### config.mk
export PLATFORM = sky130hd
export DESIGN_NAME = bus_uart_tx
export DESIGN_NICKNAME = d
export VERILOG_FILES = /design/src/rtl/bus_uart_pkg.sv /design/src/rtl/sync_fifo.sv /design/src/rtl/bus_uart_tx.sv
export SDC_FILE = /design/constraint.sdc
export NUM_CORES = 1
export LEC_CHECK = 0
export ABC_CLOCK_PERIOD_IN_PS = 5600
export CORE_ASPECT_RATIO = 0.9
export CORE_MARGIN = 4
export CORE_UTILIZATION = 35
export DETAILED_ROUTE_END_ITERATION = 7
export SLEW_MARGIN = 10
export SYNTH_ARGS = -nofsm -noshare
export SYNTH_HDL_FRONTEND = slang
export SYNTH_SLANG_ARGS = --single-unit
### constraint.sdc
create_clock -name CLK -period 5.6 [get_ports CLK]
set_input_delay 0.84 -clock CLK [delete_from_list [all_inputs] [get_ports CLK]]
set_output_delay 0.84 -clock CLK [all_outputs]
set_load 0.01 [all_outputs]
### src/rtl/bus_uart_pkg.sv
// Shared definitions for the bus-mapped UART transmitter.
package bus_uart_pkg;

  // Register offsets relative to BASE_ADDR
  localparam logic [15:0] REG_DATA   = 16'd0;
  localparam logic [15:0] REG_STATUS = 16'd1;

  // STATUS register bit positions
  localparam int unsigned STAT_FULL  = 0;
  localparam int unsigned STAT_EMPTY = 1;
  localparam int unsigned STAT_BUSY  = 2;
  localparam int unsigned STAT_OVF   = 3;

  // Transmit FSM states
  typedef enum logic [1:0] {
    TX_IDLE  = 2'd0,
    TX_START = 2'd1,
    TX_DATA  = 2'd2,
    TX_STOP  = 2'd3
  } tx_state_t;

endpackage

### src/rtl/sync_fifo.sv
// Synchronous FIFO with first-word fall-through output; push is accepted
// when full only if a pop happens in the same cycle.
module sync_fifo #(
  parameter int unsigned WIDTH = 8,
  parameter int unsigned DEPTH = 4
) (
  input  logic             CLK,
  input  logic             R,
  input  logic             push,
  input  logic             pop,
  input  logic [WIDTH-1:0] din,
  output logic [WIDTH-1:0] dout,
  output logic             full,
  output logic             empty
);

  localparam int unsigned AW = (DEPTH > 1) ? $clog2(DEPTH) : 1;
  localparam int unsigned CW = $clog2(DEPTH + 1);

  logic [WIDTH-1:0] mem [DEPTH];
  logic [AW-1:0]    wr_ptr;
  logic [AW-1:0]    rd_ptr;
  logic [CW-1:0]    count;
  logic             do_push;
  logic             do_pop;

  assign full    = (count == CW'(DEPTH));
  assign empty   = (count == '0);
  assign do_pop  = pop && !empty;
  assign do_push = push && (!full || do_pop);
  assign dout    = mem[rd_ptr];

  // Pointer and occupancy bookkeeping; pointers wrap naturally at DEPTH
  always_ff @(posedge CLK) begin
    if (!R) begin
      wr_ptr <= '0;
      rd_ptr <= '0;
      count  <= '0;
    end else begin
      if (do_push) wr_ptr <= wr_ptr + AW'(1);
      if (do_pop)  rd_ptr <= rd_ptr + AW'(1);
      case ({do_push, do_pop})
        2'b10:   count <= count + CW'(1);
        2'b01:   count <= count - CW'(1);
        default: count <= count;
      endcase
    end
  end

  // Storage write
  always_ff @(posedge CLK) begin
    if (R && do_push) mem[wr_ptr] <= din;
  end

endmodule

### src/rtl/bus_uart_tx.sv
// Bus-mapped 8N1 UART transmitter: DATA register pushes into a FIFO,
// STATUS reports full/empty/busy/overflow.
module bus_uart_tx
  import bus_uart_pkg::*;
#(
  parameter logic [15:0] BASE_ADDR  = 16'hD000,
  parameter int unsigned CLK_DIV    = 16,
  parameter int unsigned FIFO_DEPTH = 4
) (
  input  logic        CLK,
  input  logic        R,
  input  logic [15:0] addr_bus,
  input  logic [7:0]  data_out,
  input  logic        data_write,
  output logic [7:0]  rd_data,
  output logic        rd_sel,
  output logic        txd
);

  localparam logic [15:0] DATA_ADDR   = BASE_ADDR + REG_DATA;
  localparam logic [15:0] STATUS_ADDR = BASE_ADDR + REG_STATUS;
  localparam logic [15:0] LAST_CNT    = 16'(CLK_DIV - 1);

  tx_state_t   state, state_n;
  logic [15:0] cnt, cnt_n;
  logic [2:0]  idx, idx_n;
  logic [7:0]  shift, shift_n;
  logic        txd_n;
  logic        ovf;
  logic        pop;
  logic        push;
  logic        overflow;
  logic        ovf_clr;
  logic        fifo_full;
  logic        fifo_empty;
  logic [7:0]  fifo_dout;
  logic [7:0]  status;
  logic        last;

  assign push     = data_write && (addr_bus == DATA_ADDR);
  assign ovf_clr  = data_write && (addr_bus == STATUS_ADDR);
  assign overflow = push && fifo_full && !pop;
  assign last     = (cnt == LAST_CNT);

  sync_fifo #(
    .WIDTH(8),
    .DEPTH(FIFO_DEPTH)
  ) u_fifo (
    .CLK  (CLK),
    .R    (R),
    .push (push),
    .pop  (pop),
    .din  (data_out),
    .dout (fifo_dout),
    .full (fifo_full),
    .empty(fifo_empty)
  );

  // Sticky overflow flag; a same-cycle overflow beats a clearing write
  always_ff @(posedge CLK) begin
    if (!R)            ovf <= 1'b0;
    else if (overflow) ovf <= 1'b1;
    else if (ovf_clr)  ovf <= 1'b0;
  end

  // FSM, bit timer, shift register and registered serial output
  always_ff @(posedge CLK) begin
    if (!R) begin
      state <= TX_IDLE;
      cnt   <= '0;
      idx   <= '0;
      shift <= '0;
      txd   <= 1'b1;
    end else begin
      state <= state_n;
      cnt   <= cnt_n;
      idx   <= idx_n;
      shift <= shift_n;
      txd   <= txd_n;
    end
  end

  // Next-state logic; txd is derived from the next state so the
  // registered line changes exactly at state/bit boundaries
  always_comb begin
    state_n = state;
    cnt_n   = cnt;
    idx_n   = idx;
    shift_n = shift;
    pop     = 1'b0;
    case (state)
      TX_IDLE: begin
        if (!fifo_empty) begin
          pop     = 1'b1;
          shift_n = fifo_dout;
          cnt_n   = '0;
          state_n = TX_START;
        end
      end
      TX_START: begin
        if (last) begin
          cnt_n   = '0;
          idx_n   = '0;
          state_n = TX_DATA;
        end else begin
          cnt_n = cnt + 16'd1;
        end
      end
      TX_DATA: begin
        if (last) begin
          cnt_n = '0;
          if (idx == 3'd7) begin
            state_n = TX_STOP;
          end else begin
            idx_n   = idx + 3'd1;
            shift_n = shift >> 1;
          end
        end else begin
          cnt_n = cnt + 16'd1;
        end
      end
      TX_STOP: begin
        if (last) begin
          cnt_n   = '0;
          state_n = TX_IDLE;
        end else begin
          cnt_n = cnt + 16'd1;
        end
      end
      default: state_n = TX_IDLE;
    endcase
    case (state_n)
      TX_START: txd_n = 1'b0;
      TX_DATA:  txd_n = shift_n[0];
      default:  txd_n = 1'b1;
    endcase
  end

  // Side-effect-free register read decode
  always_comb begin
    status             = '0;
    status[STAT_FULL]  = fifo_full;
    status[STAT_EMPTY] = fifo_empty;
    status[STAT_BUSY]  = (state != TX_IDLE);
    status[STAT_OVF]   = ovf;
    rd_sel  = (addr_bus == DATA_ADDR) || (addr_bus == STATUS_ADDR);
    rd_data = (addr_bus == STATUS_ADDR) ? status : 8'h00;
  end

endmodule

==> metrics.txt <==
# TYPE chip_impl_metric gauge
chip_impl_info{name="run_status",value="finished clean"} 1
chip_impl_metric{name="gp_routability_congestion",unit=""} 0.771
chip_impl_info{name="start_kind",value="input pin"} 1
chip_impl_metric{name="hold_viol",unit=""} 0
chip_impl_info{name="critPathCaptureType",value="flop"} 1
chip_impl_metric{name="ios",unit=""} 37
chip_impl_metric{name="timing.critical_path.required",unit="ns"} 5.85
chip_impl_metric{name="drt-wirelength-per-cell",unit="µm"} 15.0
chip_impl_metric{name="max_cap_violations",unit=""} 0
chip_impl_metric{name="final_area",unit="mm²"} 0.00385
chip_impl_metric{name="postPlaceCellArea",unit="mm²"} 0.00365
chip_impl_metric{name="clock-sinks",unit=""} 72
chip_impl_info{name="min_delay_path_class",value="flop to flop"} 1
chip_impl_metric{name="die_height",unit="µm"} 99.8
chip_impl_metric{name="num-nets-final",unit=""} 356
chip_impl_metric{name="cts_repair_resize_count",unit=""} 0
chip_impl_metric{name="synth_register_bits",unit=""} 72
chip_impl_metric{name="grt_pass1_vias",unit=""} 2323
chip_impl_metric{name="cts_hold_buf",unit=""} 0
chip_impl_info{name="worst_r2r_startpoint",value="state[1]"} 1
chip_impl_metric{name="clockBufferDepth",unit=""} 2
chip_impl_metric{name="fin_setup_tns",unit="ns"} 0
chip_impl_metric{name="antenna_cells",unit=""} 0
chip_impl_metric{name="ir_drop",unit="µV"} 165
chip_impl_metric{name="grt_max_degree",unit=""} 34
chip_impl_metric{name="design.die.area",unit="mm²"} 0.0110
chip_impl_metric{name="hold_ws",unit="ns"} 0.463
chip_impl_metric{name="port_buffers",unit=""} 32
chip_impl_metric{name="design.core.area",unit="mm²"} 0.00913
chip_impl_metric{name="critPathMaxFanout",unit=""} 7
chip_impl_metric{name="post_route_cells_drive_above_1_share",unit="%"} 9.54
chip_impl_metric{name="yosysWarnings",unit=""} 0
chip_impl_info{name="cp-startpoint",value="addr_bus[10]"} 1
chip_impl_metric{name="clkSlewWorstSetupHoldPaths",unit="ns"} 0.08
chip_impl_metric{name="worst_skew_pair.late_latency",unit="ns"} 0.35
chip_impl_metric{name="routed_wirelength",unit="mm"} 6.72
chip_impl_metric{name="period_minus_slack",unit="ns"} 3.85
chip_impl_metric{name="crit_arrival",unit="ns"} 4.11
chip_impl_info{name="cts_tree",value="done"} 1
chip_impl_metric{name="post-route-drc-count",unit=""} 0
chip_impl_metric{name="pre_cts_ws",unit="ns"} 1.39
chip_impl_metric{name="synthDistinctLibCells",unit=""} 51
chip_impl_info{name="timing.rr.end",value="u_fifo.count[2]"} 1
chip_impl_info{name="clock_tree.root_cell",value="sky130_fd_sc_hd__clkbuf_8"} 1
chip_impl_metric{name="leftover_overflow_at_the_end_of_global_routing",unit=""} 0
chip_impl_metric{name="initial_utilization",unit="%"} 35.9
chip_impl_metric{name="detailroute.via_count",unit=""} 2344
chip_impl_metric{name="initial_antenna_violation_count",unit=""} 0
chip_impl_metric{name="syn-instance-count",unit=""} 295
chip_impl_metric{name="postCtsSetupRepairBufs",unit=""} 0
chip_impl_metric{name="grt_usage",unit="%"} 13.1
chip_impl_metric{name="final.setup.worst_slack",unit="ns"} 1.75
chip_impl_metric{name="synth_enable_flop_cells",unit=""} 32
chip_impl_metric{name="power-per-cell-area",unit="mW/mm²"} 258
chip_impl_metric{name="dieWidth",unit="µm"} 110
chip_impl_metric{name="route.antenna.remaining_nets",unit=""} 0
chip_impl_info{name="dominantRegCellSynth",value="sky130_fd_sc_hd__dfxtp_1"} 1
chip_impl_metric{name="ff2ff_setup_slack",unit="ns"} 2.28
chip_impl_metric{name="finalPower",unit="mW"} 0.992
chip_impl_info{name="rsz_0062_raised_after_global_routing",value="false"} 1
chip_impl_metric{name="setup_viol_count_final",unit=""} 0
chip_impl_metric{name="final-max-slew-violation-count",unit=""} 0
chip_impl_metric{name="fin_skew",unit="ns"} 0.00902
chip_impl_metric{name="h-tree-depth",unit=""} 3
chip_impl_metric{name="slew_headroom",unit="%"} 24.7
chip_impl_info{name="setup.worst_path.class",value="input pin to flop"} 1
chip_impl_metric{name="max_clock_freq",unit="MHz"} 260
chip_impl_metric{name="reg2regPathDepth",unit=""} 9
chip_impl_metric{name="netlist_area",unit="mm²"} 0.00327
chip_impl_metric{name="slew_worst_pin",unit="ns"} 1.13
chip_impl_metric{name="netlist.area_leader.share",unit="%"} 29.3
chip_impl_metric{name="synth_sequential_area_ratio",unit="%"} 53.8
chip_impl_metric{name="async_flop_share",unit="%"} 0
chip_impl_metric{name="cts_made_buffers",unit=""} 9
chip_impl_metric{name="grt_pass1_wl",unit="mm"} 11.2
chip_impl_metric{name="syn-mean-instance-area",unit="µm²"} 11.1
chip_impl_metric{name="detail_route.first_pass.iterations",unit=""} 5
chip_impl_metric{name="leakagePower",unit="nW"} 1.31
chip_impl_metric{name="final.period_utilization",unit="%"} 68.8
chip_impl_metric{name="vias_per_std_cell",unit=""} 5.24
chip_impl_metric{name="layout-area-overhead-vs-synth",unit="%"} 17.6
chip_impl_metric{name="initialDrtViolationCount",unit=""} 140
chip_impl_info{name="synth_largest_area_cell",value="sky130_fd_sc_hd__edfxtp_1"} 1
chip_impl_info{name="critPathCapture",value="u_fifo.count[2]"} 1
chip_impl_metric{name="dpl.hpwl",unit="mm"} 4.59
chip_impl_metric{name="rows",unit=""} 33
chip_impl_info{name="netlist_top_cells_area",value="sky130_fd_sc_hd__edfxtp_1 29%, sky130_fd_sc_hd__dfxtp_1 24%, sky130_fd_sc_hd__mux4_2 5.5%"} 1
## Yosys cell counts (2+ instances only)
| cell | instances |
|---|---|
| sky130_fd_sc_hd__dfxtp_1 | 40 |
| sky130_fd_sc_hd__edfxtp_1 | 32 |
| sky130_fd_sc_hd__nor2_1 | 27 |
| sky130_fd_sc_hd__nand2_1 | 24 |
| sky130_fd_sc_hd__a21oi_1 | 17 |
| sky130_fd_sc_hd__inv_1 | 10 |
| sky130_fd_sc_hd__clkbuf_1 | 9 |
| sky130_fd_sc_hd__o21ai_0 | 9 |
| sky130_fd_sc_hd__and3_1 | 8 |
| sky130_fd_sc_hd__ha_1 | 8 |
| sky130_fd_sc_hd__mux4_2 | 8 |
| sky130_fd_sc_hd__a22oi_1 | 7 |
| sky130_fd_sc_hd__buf_2 | 7 |
| sky130_fd_sc_hd__nor3_1 | 7 |
| sky130_fd_sc_hd__a311oi_1 | 6 |
| sky130_fd_sc_hd__o22ai_1 | 6 |
| sky130_fd_sc_hd__or3_1 | 6 |
| sky130_fd_sc_hd__buf_4 | 5 |
| sky130_fd_sc_hd__a31oi_1 | 4 |
| sky130_fd_sc_hd__and4_1 | 4 |
| sky130_fd_sc_hd__nand3_1 | 4 |
| sky130_fd_sc_hd__and2_1 | 3 |
| sky130_fd_sc_hd__nand4_1 | 3 |
| sky130_fd_sc_hd__nor4_1 | 3 |
| sky130_fd_sc_hd__nor4b_1 | 3 |
| sky130_fd_sc_hd__o211a_1 | 3 |
| sky130_fd_sc_hd__xnor2_1 | 3 |
| sky130_fd_sc_hd__xor2_1 | 3 |
| sky130_fd_sc_hd__a41oi_1 | 2 |
| sky130_fd_sc_hd__mux2i_1 | 2 |
| sky130_fd_sc_hd__or3b_2 | 2 |
## through the flow
stage,utilization (%),std cells
4_1_cts,42.2,447
3_5_place_dp,40.0,431
5_1_grt,42.2,447
2_1_floorplan,-,298
3_3_place_gp,40.0,431
6_report,42.2,447
## state kept, by name, summed over array words and instances (netlist names), named ones only
register / cells
state: 2
ovf: 1
idx: 3
u_fifo.mem: 32
u_fifo.count: 3
cnt: 16
u_fifo.rd_ptr: 2
txd: 1
shift: 8
u_fifo.wr_ptr: 2
## critical path, stage by stage
cell and delay (ns):
sky130_fd_sc_hd__clkdlybuf4s50_1 0.40, sky130_fd_sc_hd__nor4b_1 0.30, sky130_fd_sc_hd__and4_1 0.33, sky130_fd_sc_hd__nor4bb_1 0.89
sky130_fd_sc_hd__inv_1 0.11, sky130_fd_sc_hd__ha_1 0.26, sky130_fd_sc_hd__fa_1 0.38, sky130_fd_sc_hd__xnor2_1 0.14
sky130_fd_sc_hd__or3_1 0.31, sky130_fd_sc_hd__a21oi_1 0.15
## power by group
| group | leakage, nW | total (mW) | internal, mW | switching (mW) |
|---|---|---|---|---|
| logic | 0.600 | 0.0302 | 0.0171 | 0.0131 |
| registers | 0.609 | 0.547 | 0.547 | 0.0000771 |
| clock network | 0.102 | 0.414 | 0.210 | 0.204 |
## layer usage
metal / vias to the layer above / track usage [%] / part of all wire [%]
met2: 47 / 21.4 / 49
met5: - / 0 / 0
met4: 0 / 3.74 / 0.85
met1: 1142 / 16.7 / 46
met3: 6 / 3.96 / 4.6
li1: 1149 / - / -
## how the worst min path moves through the flow
stage,startpoint,endpoint,slack [ns],depth (start not counted)
4_1_cts,shift[6],shift[6],0.47,2
3_5_place_dp,shift[6],shift[6],0.45,2
6_report,shift[6],shift[6],0.46,2
5_1_grt,shift[7],shift[7],0.48,2
3_3_place_gp,idx[2],idx[2],0.44,2
2_1_floorplan,idx[1],idx[1],0.44,2
## area by class of cell
cell class / count / area [µm²]
Timing Repair Buffer: 33 / 328
Clock buffer: 9 / 124
Sequential cell: 72 / 1760
Multi-Input combinational cell: 194 / 1370
Clock inverter: 7 / 77.6
Fill cell: 869 / 5280
Tap cell: 122 / 153
Inverter: 10 / 37.5
## layout by cell type (no fill, tap or decap), drive strengths merged, types with 6 or more instances in the layout
cell and count:
mux4 8, o22ai 6, ha 8, edfxtp 32, nor2 28, clkdlybuf4s50 32
a311oi 6, or3 6, clkbuf 9, o21ai 10, inv 13, a21oi 17
a22oi 7, nand2 24, dfxtp 40, nor3 7, and3 8
## cells by family (layout without fill, tap and decap cells)
kind of cell    Yosys count  after routing  share of synthesized area, %
fa+ha+maj                 9              9                          3.67
compound gates           62             62                          12.7
xor+xnor                  6              6                          1.61
mux                      10             10                          6.11
simple gates            103            103                          17.2
flops                    72             72                          53.8
other cells               1              4                         0.115
buf+inv                  32             59                          4.74
No activity file was read; power rests on OpenSTA's default activity.
